--- src/rtl/gated_clock_pkg.sv ---
// Shared constants for the gated clock block.
// Synchronizer depth and the only supported idle level.
package gated_clock_pkg;

    localparam int SYNC_STAGES    = 2;
    localparam int SUPPORTED_IDLE = 0;

endpackage

--- src/rtl/clock_gate_cell.sv ---
// Latch-plus-AND clock gate, kept separate so a technology ICG can replace it.
// The latch is transparent while clock is low, so output pulses are never partial.
module clock_gate_cell (
    input  logic clock,
    input  logic reset,
    input  logic gate_request,
    output logic clock_output,
    output logic latch_q
);

    always_latch begin
        if (!reset)
            latch_q <= 1'b0;
        else if (!clock)
            latch_q <= gate_request;
    end

    assign clock_output = clock & latch_q;

endmodule

--- src/rtl/gated_clock.sv ---
// Gated clock with falling-edge reset release, scan bypass and a
// saturating count of pulses emitted since the gate last opened.
module gated_clock #(
    parameter int COUNT_W    = 16,
    parameter int IDLE_LEVEL = 0
) (
    input  logic               clock,
    input  logic               reset,
    input  logic               enable,
    input  logic               test_enable,
    output logic               clock_output,
    output logic               gate_open,
    output logic [COUNT_W-1:0] pulse_count
);

    import gated_clock_pkg::*;

    if (IDLE_LEVEL != SUPPORTED_IDLE) begin : g_bad_idle
        $error("gated_clock: only IDLE_LEVEL = 0 is supported");
    end

    logic [SYNC_STAGES-1:0] sync;
    logic                   rst_sync;
    logic                   gate_request;
    logic                   latch_q;
    logic                   was_open;
    logic [COUNT_W-1:0]     count;

    // Assert asynchronously, release on the falling edge.
    always_ff @(negedge clock or negedge reset) begin
        if (!reset)
            sync <= '0;
        else
            sync <= {sync[SYNC_STAGES-2:0], 1'b1};
    end

    assign rst_sync     = sync[SYNC_STAGES-1];
    assign gate_request = enable | test_enable;

    clock_gate_cell u_cell (
        .clock        (clock),
        .reset        (rst_sync),
        .gate_request (gate_request),
        .clock_output (clock_output),
        .latch_q      (latch_q)
    );

    // was_open is the latch value seen at the previous rising edge.
    always_ff @(posedge clock or negedge rst_sync) begin
        if (!rst_sync) begin
            count    <= '0;
            was_open <= 1'b0;
        end else begin
            was_open <= latch_q;
            if (latch_q) begin
                if (!was_open)
                    count <= COUNT_W'(1);
                else if (count != '1)
                    count <= count + COUNT_W'(1);
            end
        end
    end

    // A freshly opened gate reads zero until its first pulse lands.
    assign pulse_count = (latch_q && !was_open) ? '0 : count;
    assign gate_open   = latch_q;

endmodule

--- config.mk ---
export PLATFORM = sky130hd
export DESIGN_NAME = gated_clock
export DESIGN_NICKNAME = d
export VERILOG_FILES = /design/src/rtl/gated_clock_pkg.sv /design/src/rtl/clock_gate_cell.sv /design/src/rtl/gated_clock.sv
export SDC_FILE = /design/constraint.sdc
export NUM_CORES = 1
export LEC_CHECK = 0
export BUFFER_PORTS_ARGS = -buffer_cell sky130_fd_sc_hd__buf_4
export CORE_MARGIN = 2
export CORE_UTILIZATION = 54
export CTS_CLUSTER_DIAMETER = 200
export DETAILED_ROUTE_END_ITERATION = 16
export PLACE_DENSITY_LB_ADDON = 0.25
export SLEW_MARGIN = 20
export SYNTH_ARGS = -nofsm -noshare
export SYNTH_HDL_FRONTEND = slang
export SYNTH_SLANG_ARGS = --single-unit
--- constraint.sdc ---
create_clock -name clock -period 1.5 [get_ports clock]
set_input_delay 0.3 -clock clock [delete_from_list [all_inputs] [get_ports clock]]
set_output_delay 0.3 -clock clock [all_outputs]
set_load 0.05 [all_outputs]
==> results of run 1 <==
## synth_stat cells, types with 2 or more instances
| master | instances |
|---|---|
| a41oi_1 | 2 |
| buf_4 | 3 |
| nor2_1 | 11 |
| a21oi_1 | 5 |
| nand4_1 | 6 |
| dfrtp_1 | 17 |
| dfrtn_1 | 2 |
| clkbuf_1 | 2 |
| inv_1 | 3 |
| o211ai_1 | 2 |
| a31oi_1 | 5 |
| and2_1 | 14 |
| nand2_1 | 18 |
| and3_1 | 3 |
| nor3_1 | 6 |
| nand3_1 | 4 |
| nand2b_1 | 3 |
| nor4_1 | 3 |
| o21ai_0 | 4 |
## metrics by stage
stage | setup slack [ps] | utilization (%) | instances | hold slack, ps | area (um2)
after detailed placement | -1080 | 76.6 | 217 | 298 | 1660
after floorplan | -1400 | - | 140 | 292 | 1260
after global placement | -1020 | 76.6 | 217 | 305 | 1660
## cells by family after synthesis
kind of cell,count (synthesis),share of synthesized area [%]
AOI/OAI and AO/OA,33,19.9
adders and majority gates,1,1.02
buffers and inverters,10,4.71
DFF,19,38.9
latches,1,1.23
muxes,1,0.819
other,1,0.307
and+or+nand+nor,74,33.2
==> metrics.txt, run 1 <==
# TYPE chip_impl_metric gauge
chip_impl_metric{name="synth.cell_area",unit="um2"} 1220
chip_impl_metric{name="number_of_top_level_pins",unit=""} 22
chip_impl_metric{name="post_synthesis_cell_count",unit=""} 140
chip_impl_metric{name="floorplan_row_count",unit=""} 17
chip_impl_info{name="dominantRegCellSynth",value="dfrtp_1"} 1
chip_impl_metric{name="floorplan.initialDensity",unit="%"} 56.3
chip_impl_metric{name="synth_nets",unit=""} 145
chip_impl_metric{name="number_of_unique_standard_cell_types_used_by_synthesis",unit=""} 46
chip_impl_metric{name="async_reset_ff_share",unit="%"} 95.0
chip_impl_metric{name="gp_congestion",unit=""} 0.949
chip_impl_metric{name="postCtsHoldBufs",unit=""} 0
chip_impl_info{name="synth_area_leaders",value="dfrtp_1 (35%), and2_1 (7.2%), nand2_1 (5.5%)"} 1
chip_impl_metric{name="die-height",unit="um"} 51.6
chip_impl_metric{name="post_cts_resized",unit=""} 71
chip_impl_metric{name="yosysWarningCount",unit=""} 0
chip_impl_info{name="firstError",value="[ERROR DPL-0033] detailed placement checks failed during check placement."} 1
chip_impl_metric{name="yosys.area.top_type_share",unit="%"} 34.8
chip_impl_metric{name="io_buffer_count",unit=""} 21
chip_impl_metric{name="dpl.hpwl",unit="um"} 2610
chip_impl_metric{name="synth_seq_cells",unit=""} 20
chip_impl_metric{name="cts_post_setup_buffers_inserted",unit=""} 17
chip_impl_metric{name="die_width",unit="um"} 51.6
chip_impl_info{name="run_status",value="did not finish"} 1
chip_impl_metric{name="synth_enable_flop_cells",unit=""} 0
chip_impl_info{name="post-synth-top-area-cell",value="dfrtp_1"} 1
chip_impl_metric{name="syn-mean-instance-area",unit="um2"} 8.73
chip_impl_info{name="last-stage-reached",value="clock tree synthesis"} 1
==> run 2, diff against run 1 <==
--- a/config.mk
+++ b/config.mk
@@ -6,11 +6,10 @@
 export NUM_CORES = 1
 export LEC_CHECK = 0
 export BUFFER_PORTS_ARGS = -buffer_cell sky130_fd_sc_hd__buf_4
-export CORE_MARGIN = 2
-export CORE_UTILIZATION = 54
-export CTS_CLUSTER_DIAMETER = 200
+export CORE_AREA = 2 2 63 65
 export DETAILED_ROUTE_END_ITERATION = 16
-export PLACE_DENSITY_LB_ADDON = 0.25
+export DIE_AREA = 0 0 65 67
+export PLACE_DENSITY_LB_ADDON = 0.15
 export SLEW_MARGIN = 20
 export SYNTH_ARGS = -nofsm -noshare
 export SYNTH_HDL_FRONTEND = slang
==> metrics.txt, run 2 <==
# TYPE chip_impl_metric gauge
chip_impl_info{name="dominantRegCellSynth",value="dfrtp_1"} 1
chip_impl_metric{name="fin_tns_setup",unit="ps"} -39790
chip_impl_metric{name="report.power.total",unit="W"} 0.00205
chip_impl_metric{name="p_int",unit="W"} 0.00135
chip_impl_metric{name="grt_antenna_before_repair",unit=""} 0
chip_impl_metric{name="detail_route.wirelength",unit="um"} 3950
chip_impl_metric{name="gp_congestion",unit=""} 0.875
chip_impl_metric{name="dpl.hpwl",unit="um"} 2650
chip_impl_metric{name="detail_route.wl_per_cell",unit="um"} 15.2
chip_impl_info{name="synth_area_leaders",value="dfrtp_1 (35%), and2_1 (7.2%), nand2_1 (5.5%)"} 1
chip_impl_info{name="mostFrequentLayoutCell",value="buf_4"} 1
chip_impl_metric{name="nets",unit=""} 217
chip_impl_info{name="post-synth-top-area-cell",value="dfrtp_1"} 1
chip_impl_metric{name="syn-mean-instance-area",unit="um2"} 8.73
chip_impl_metric{name="grt_first_pass_wirelength",unit="um"} 6470
chip_impl_metric{name="diodes",unit=""} 0
chip_impl_metric{name="async_reset_ff_share",unit="%"} 95.0
chip_impl_metric{name="first_iter_violations",unit=""} 75
chip_impl_metric{name="synth_nets",unit=""} 145
chip_impl_info{name="yosysMostFrequentCell",value="nand2_1"} 1
chip_impl_metric{name="synth.cell_area",unit="um2"} 1220
chip_impl_metric{name="final.setup_skew",unit="ps"} 135
chip_impl_metric{name="clock_power_share",unit="%"} 38.6
chip_impl_metric{name="number_of_unique_standard_cell_types_used_by_synthesis",unit=""} 46
chip_impl_metric{name="setup-violations-final",unit=""} 38
chip_impl_metric{name="core_area",unit="um2"} 3610
chip_impl_metric{name="yosysWarningCount",unit=""} 0
chip_impl_metric{name="die_width",unit="um"} 65
chip_impl_info{name="violations_in_the_final_reports",value="setup timing"} 1
chip_impl_metric{name="floorplan.initialDensity",unit="%"} 33.9
chip_impl_metric{name="first_global_vias",unit=""} 1378
chip_impl_metric{name="p_per_area",unit="nW/um2"} 935
chip_impl_metric{name="comb_power_share",unit="%"} 32.0
chip_impl_info{name="clock_tree_from_tritoncts",value="built"} 1
chip_impl_metric{name="max_cap_viol_count",unit=""} 0
chip_impl_metric{name="worst_ep_arrival_time",unit="ps"} 2500
chip_impl_metric{name="grtUsageTotal",unit="%"} 20.3
chip_impl_metric{name="flow.area_growth_from_synthesis",unit="%"} 79.2
chip_impl_metric{name="io_buffer_count",unit=""} 21
chip_impl_metric{name="final-hold-violation-count",unit=""} 0
chip_impl_metric{name="drt_first_pass_iters",unit=""} 4
chip_impl_metric{name="postCtsHoldBufs",unit=""} 0
chip_impl_metric{name="floorplan_row_count",unit=""} 22
chip_impl_info{name="worstSetupStartpointType",value="latch"} 1
chip_impl_metric{name="grt_util_met1",unit="%"} 25.2
chip_impl_info{name="timing.critical_path.to_type",value="primary output"} 1
chip_impl_metric{name="p_sw",unit="W"} 0.000699
chip_impl_metric{name="crit_required",unit="ps"} 1200
chip_impl_metric{name="yosys.area.top_type_share",unit="%"} 34.8
chip_impl_metric{name="final_core_utilization",unit="%"} 60.8
chip_impl_metric{name="setup_slack",unit="ps"} -1300
chip_impl_info{name="criticalPathCategory",value="latch to primary output"} 1
chip_impl_info{name="mostFrequentLayoutCells",value="buf_4 (45), dfrtp_1 (17), buf_8 (16)"} 1
chip_impl_metric{name="number_of_top_level_pins",unit=""} 22
chip_impl_metric{name="viasPerCell",unit=""} 5.35
chip_impl_metric{name="post_synthesis_cell_count",unit=""} 140
chip_impl_metric{name="seqPwrFrac",unit="%"} 29.4
chip_impl_metric{name="crit_fanout",unit=""} 8
chip_impl_metric{name="synth_seq_cells",unit=""} 20
chip_impl_metric{name="layout-drive-gt1-share",unit="%"} 54.2
chip_impl_info{name="ys_top_cells_by_count",value="nand2_1 (18), dfrtp_1 (17), and2_1 (14)"} 1
chip_impl_metric{name="floorplan.die_area",unit="um2"} 4360
chip_impl_info{name="top_regs",value="count (16), sync (2)"} 1
chip_impl_metric{name="synth_enable_flop_cells",unit=""} 0
chip_impl_metric{name="grt_use_met2",unit="%"} 31.6
chip_impl_metric{name="largest_register_ffs",unit=""} 16
chip_impl_metric{name="die-height",unit="um"} 67
chip_impl_metric{name="grt_max_degree",unit=""} 18
chip_impl_metric{name="p_leak",unit="nW"} 1.03
chip_impl_metric{name="globalRouteMet3Util",unit="%"} 3.55
chip_impl_metric{name="clock_insertion_delay_worst_skew",unit="ps"} 400
chip_impl_metric{name="remaining_routing_drc_violations",unit=""} 0
chip_impl_metric{name="grt-ovfl-total",unit=""} 0
chip_impl_info{name="top_register",value="count"} 1
chip_impl_metric{name="netSwitchingFraction",unit="%"} 34.1
chip_impl_metric{name="drv_slew",unit=""} 0
chip_impl_metric{name="via_count",unit=""} 1392
chip_impl_info{name="busiest_layer",value="met2"} 1
chip_impl_metric{name="antenna_left",unit=""} 0
chip_impl_info{name="run_status",value="finished, violations left"} 1
chip_impl_info{name="grt_setup_unrepaired",value="true"} 1
chip_impl_metric{name="irDropWorstVdd",unit="mV"} 0.554
chip_impl_info{name="hold_path.class",value="input port to asynchronous set/reset pin"} 1
chip_impl_metric{name="clk_pin_slew",unit="ps"} 50
## run 2: routing by layer
layer	vias up	routed length, um
met3	12	187
li1	659	-
met1	666	1700
met5	-	0
met4	0	119
met2	55	1940
## run 2: power by group through the flow
| stage | registers, W | logic, W | clock network [W] |
|---|---|---|---|
| 2_1_floorplan | 0.000618 | 0.000354 | 0.0000646 |
| 3_3_place_gp | 0.000610 | 0.000520 | 0.0000798 |
| 3_5_place_dp | 0.000612 | 0.000523 | 0.0000798 |
| 4_1_cts | 0.000603 | 0.000643 | 0.000804 |
| 5_1_grt | 0.000610 | 0.000693 | 0.000841 |
| 6_report | 0.000602 | 0.000656 | 0.000790 |
## run 2: kinds of logic after synthesis
| logic type | share of synthesized area [%] |
|---|---|
| flops | 38.9 |
| buf+inv | 4.71 |
| fa+ha+maj | 1.02 |
| simple gates | 33.2 |
| latches | 1.23 |
| mux | 0.819 |
| other cells | 0.307 |
| compound gates | 19.9 |
## run 2: path summary, 6_finish.rpt
path	to	slack [ps]	start	cells past startpoint
max in group gated	clock gate	-30	sync[1]	2
setup reg to reg	count[8]	-1090	u_cell.latch_q	8
max in group asynchronous	count[11]	120	sync[1]	3
hold / removal	sync[0]	310	reset	1
setup / recovery	pulse_count[12]	-1300	u_cell.latch_q	5
hold reg to reg	sync[1]	320	sync[0]	0
min in group gated	clock gate	740	sync[1]	2
min in group clock	sync[1]	320	sync[0]	0
## run 2: per-stage QoR
stage | instances | setup slack [ps] | area [um2] | hold slack [ps]
2_1_floorplan | 140 | -1400 | 1260 | 292
3_3_place_gp | 245 | -1030 | 1770 | 306
3_5_place_dp | 245 | -1050 | 1770 | 312
4_1_cts | 259 | -1290 | 2150 | 306
5_1_grt | 260 | -1350 | 2190 | 298
6_report | 260 | -1300 | 2190 | 307
## run 2: worst max-delay path, stage by stage, from the launching register on
cell      delay, ps
dlxtp_1           0
dlxtp_1         400
nand2b_4        100
buf_16          150
and2_4          140
buf_8           140
## run 2: final cells by class
type                       count  area [um2]
fill                         309        1420
multi-input combinational    110         800
timing repair buffer          69         707
inverter                       3        15.0
tap                           48        60.1
clock buffer                  10         119
sequential                    20         490
## run 2: what timing repair did
item | CTS | global route
resized for setup | 60 | 6
endpoints found under the setup margin | 38 | 55
setup buffers | 4 | 1
gates cloned | 1 | 0
pin swaps | 17 | 2
Power figures use the tool's default switching activity.
==> run 3, diff against run 2 <==
--- a/config.mk
+++ b/config.mk
@@ -5,11 +5,11 @@
 export SDC_FILE = /design/constraint.sdc
 export NUM_CORES = 1
 export LEC_CHECK = 0
+export ABC_AREA = 1
 export BUFFER_PORTS_ARGS = -buffer_cell sky130_fd_sc_hd__buf_4
 export CORE_AREA = 2 2 63 65
 export DETAILED_ROUTE_END_ITERATION = 16
 export DIE_AREA = 0 0 65 67
-export PLACE_DENSITY_LB_ADDON = 0.15
 export SLEW_MARGIN = 20
 export SYNTH_ARGS = -nofsm -noshare
 export SYNTH_HDL_FRONTEND = slang
==> metrics.txt, run 3 <==
# TYPE chip_impl_metric gauge
chip_impl_metric{name="max_stage_delay",unit="ps"} 360
chip_impl_metric{name="synth_seq_cells",unit=""} 20
chip_impl_metric{name="p_per_area",unit="nW/um2"} 902
chip_impl_metric{name="hold_slack",unit="ps"} 239
chip_impl_metric{name="yosysWarningCount",unit=""} 0
chip_impl_metric{name="synth-compound-area-share",unit="%"} 6.92
chip_impl_metric{name="grt-ovfl-total",unit=""} 0
chip_impl_info{name="mostFrequentLayoutCell",value="nand2_1"} 1
chip_impl_metric{name="crit_required",unit="ps"} 1200
chip_impl_metric{name="synth_enable_flop_cells",unit=""} 0
chip_impl_metric{name="grt_max_degree",unit=""} 19
chip_impl_metric{name="post_synth_xor_area_fraction",unit="%"} 2.05
chip_impl_metric{name="flow.area_growth_from_synthesis",unit="%"} 57.1
chip_impl_info{name="path_cells",value="dlxtp_1 -> inv_2 -> nor2_4 -> buf_12 -> nor2_2 -> buf_6"} 1
chip_impl_metric{name="p_leak",unit="nW"} 0.905
chip_impl_metric{name="floorplan_row_count",unit=""} 22
chip_impl_metric{name="placed_area",unit="um2"} 1680
chip_impl_info{name="worst_r2r_startpoint",value="u_cell.latch_q"} 1
chip_impl_metric{name="irDropWorstVdd",unit="mV"} 0.937
chip_impl_info{name="worst_hold_startpoint",value="enable"} 1
chip_impl_info{name="top_regs",value="count (16), sync (2)"} 1
chip_impl_metric{name="via_count",unit=""} 1335
chip_impl_info{name="worst_r2r_endpoint",value="count[0]"} 1
chip_impl_metric{name="grt_antenna_before_repair",unit=""} 0
chip_impl_metric{name="final_core_utilization",unit="%"} 55.9
chip_impl_metric{name="first_iter_violations",unit=""} 48
chip_impl_metric{name="remaining_routing_drc_violations",unit=""} 0
chip_impl_metric{name="synth.cell_area",unit="um2"} 1280
chip_impl_info{name="ys_top_cells_by_count",value="nand2_1 (59), nor2_1 (32), inv_1 (20)"} 1
chip_impl_metric{name="crit_fanout",unit=""} 16
chip_impl_info{name="hold_path.class",value="input port to latch"} 1
chip_impl_info{name="criticalPathCategory",value="latch to primary output"} 1
chip_impl_metric{name="post_synthesis_cell_count",unit=""} 187
chip_impl_metric{name="worst_hold_path.num_cells",unit=""} 2
chip_impl_metric{name="setup_slack",unit="ps"} -1370
chip_impl_metric{name="async_reset_ff_share",unit="%"} 95.0
chip_impl_metric{name="number_of_unique_standard_cell_types_used_by_synthesis",unit=""} 27
chip_impl_metric{name="fin_tns_setup",unit="ps"} -39780
chip_impl_metric{name="number_of_top_level_pins",unit=""} 22
chip_impl_info{name="dominantRegCellSynth",value="dfrtp_1"} 1
chip_impl_metric{name="clock_insertion_delay_worst_skew",unit="ps"} 400
chip_impl_info{name="grt_setup_unrepaired",value="true"} 1
chip_impl_metric{name="max_cap_viol_count",unit=""} 0
chip_impl_metric{name="detail_route.wirelength",unit="um"} 3360
chip_impl_metric{name="layout.filler_cells",unit=""} 342
chip_impl_metric{name="yosys.area.top_type_share",unit="%"} 33.1
chip_impl_metric{name="antenna_left",unit=""} 0
chip_impl_metric{name="viasPerCell",unit=""} 4.67
chip_impl_info{name="timing.critical_path.to_type",value="primary output"} 1
chip_impl_info{name="worstSetupStartpointType",value="latch"} 1
chip_impl_metric{name="grtUsageTotal",unit="%"} 18.4
chip_impl_metric{name="die-height",unit="um"} 67
chip_impl_metric{name="die_width",unit="um"} 65
chip_impl_info{name="post-synth-top-area-cell",value="dfrtp_1"} 1
chip_impl_metric{name="postLayoutCellArea",unit="um2"} 2020
chip_impl_info{name="violations_in_the_final_reports",value="setup timing"} 1
chip_impl_metric{name="yosys-mux-area-fraction",unit="%"} 0
chip_impl_metric{name="synth_fa_ha_area_share",unit="%"} 0.975
chip_impl_metric{name="floorplan.initialDensity",unit="%"} 35.6
chip_impl_info{name="top_register",value="count"} 1
chip_impl_info{name="cpLargestDelayFamily",value="buffers and inverters"} 1
chip_impl_metric{name="place_ws",unit="ps"} -1010
chip_impl_info{name="largest_family_of_logic_cells_by_synthesized_area",value="simple AND/OR/NAND/NOR gates"} 1
chip_impl_metric{name="largest_register_ffs",unit=""} 16
chip_impl_metric{name="clk_pin_slew",unit="ps"} 30
chip_impl_metric{name="diodes",unit=""} 0
chip_impl_info{name="mostFrequentLayoutCells",value="nand2_1 (50), inv_1 (19), buf_4 (18), buf_6 (18)"} 1
chip_impl_metric{name="setup-violations-final",unit=""} 37
chip_impl_info{name="timing.critical_path.slowest_stage_cell",value="dlxtp_1"} 1
chip_impl_info{name="yosysMostFrequentCell",value="nand2_1"} 1
chip_impl_metric{name="worst_ep_arrival_time",unit="ps"} 2570
chip_impl_metric{name="floorplan.die_area",unit="um2"} 4360
chip_impl_metric{name="grt_first_pass_wirelength",unit="um"} 5610
chip_impl_metric{name="synth_nets",unit=""} 192
chip_impl_metric{name="cp_num_buf_inv",unit=""} 3
chip_impl_metric{name="multi_input_comb_area",unit="um2"} 817
chip_impl_metric{name="io_buffer_count",unit=""} 21
chip_impl_metric{name="drt_first_pass_iters",unit=""} 4
chip_impl_metric{name="layout-drive-gt1-share",unit="%"} 42.0
chip_impl_metric{name="gp_congestion",unit=""} 0.745
chip_impl_metric{name="final-hold-violation-count",unit=""} 0
chip_impl_metric{name="synthSimpleGateAreaFrac",unit="%"} 42.6
chip_impl_metric{name="detail_route.wl_per_cell",unit="um"} 11.7
chip_impl_metric{name="syn-mean-instance-area",unit="um2"} 6.86
chip_impl_info{name="synth_area_leaders",value="dfrtp_1 (33%), nand2_1 (17%), nor2_1 (9.4%)"} 1
chip_impl_metric{name="sequential_cell_area",unit="um2"} 490
chip_impl_metric{name="core_area",unit="um2"} 3610
chip_impl_info{name="run_status",value="finished, violations left"} 1
chip_impl_metric{name="number_of_cell_instances_on_the_worst_register_to_register_path",unit=""} 7
chip_impl_metric{name="nets",unit=""} 243
chip_impl_metric{name="dpl.hpwl",unit="um"} 2260
chip_impl_metric{name="r2r_setup_slack",unit="ps"} -1000
chip_impl_metric{name="postCtsHoldBufs",unit=""} 0
chip_impl_info{name="min_to",value="u_cell.latch_q"} 1
chip_impl_metric{name="first_global_vias",unit=""} 1277
chip_impl_metric{name="drv_slew",unit=""} 0
chip_impl_info{name="clock_tree_from_tritoncts",value="built"} 1
chip_impl_metric{name="final.setup_skew",unit="ps"} 40.1
[run 3: cell count changes after synthesis, sizes merged, moves of 8 or more]
cell and change:
nand2 +44, nor2 +25, inv +21, and2 -15, nand3 +8, o21ai +10
[run 3: power breakdown]
part | internal, W | switching [W] | total [W] | leakage [nW]
Sequential | 0.000549 | 0.0000217 | 0.000571 | 0.263
Clock | 0.000532 | 0.000351 | 0.000884 | 0.0771
Combinational | 0.000159 | 0.000205 | 0.000364 | 0.565
Total | 0.00124 | 0.000578 | 0.00182 | 0.905
[run 3: metal layers]
metal  vias to the layer above  wire, um  track usage, %
li1                        689         -               -
met2                        29      1650            26.0
met1                       604      1500            21.0
met5                         -         0               0
met3                        13        96            5.74
met4                         0       118            19.1
[run 3: cells by family after synthesis]
family                   Yosys count
latches                            1
buffers and inverters             27
XOR/XNOR                           3
flip-flops                        19
other                              1
AO/OA/AOI/OAI                     15
AND/OR/NAND/NOR                  120
adder cells (fa/ha/maj)            1
[run 3: layout make-up]
cell class | instances | area share [%]
timing repair buffer | 41 | 21.0
inverter | 23 | 4.28
clock buffer | 11 | 6.58
sequential | 20 | 24.3
multi-input combinational | 142 | 40.5
clock inverter | 1 | 0.372
tap | 48 | 2.98
[run 3: timing repair]
action / in CTS / in global routing
cloned: 1 / 1
setup endpoints to repair: 38 / 38
pin swaps: 1 / 1
setup buffers: 2 / 3
gates resized for setup: 28 / 16
[run 3: worst max path at each step]
stage | start | to | slack, ps | cells past startpoint
floorplan | u_cell.latch_q | pulse_count[10] | -1570 | 4
global placement | u_cell.latch_q | pulse_count[15] | -1010 | 5
detailed placement | u_cell.latch_q | pulse_count[13] | -1010 | 5
CTS | u_cell.latch_q | pulse_count[13] | -1370 | 6
global route | u_cell.latch_q | pulse_count[9] | -1440 | 6
finish | u_cell.latch_q | pulse_count[8] | -1370 | 6
[run 3: per-stage QoR]
step           std cells  total power (W)
3_5_place_dp         270         0.000965
5_1_grt              286          0.00192
6_report             286          0.00182
3_3_place_gp         270         0.000962
2_1_floorplan        187         0.000840
4_1_cts              283          0.00181
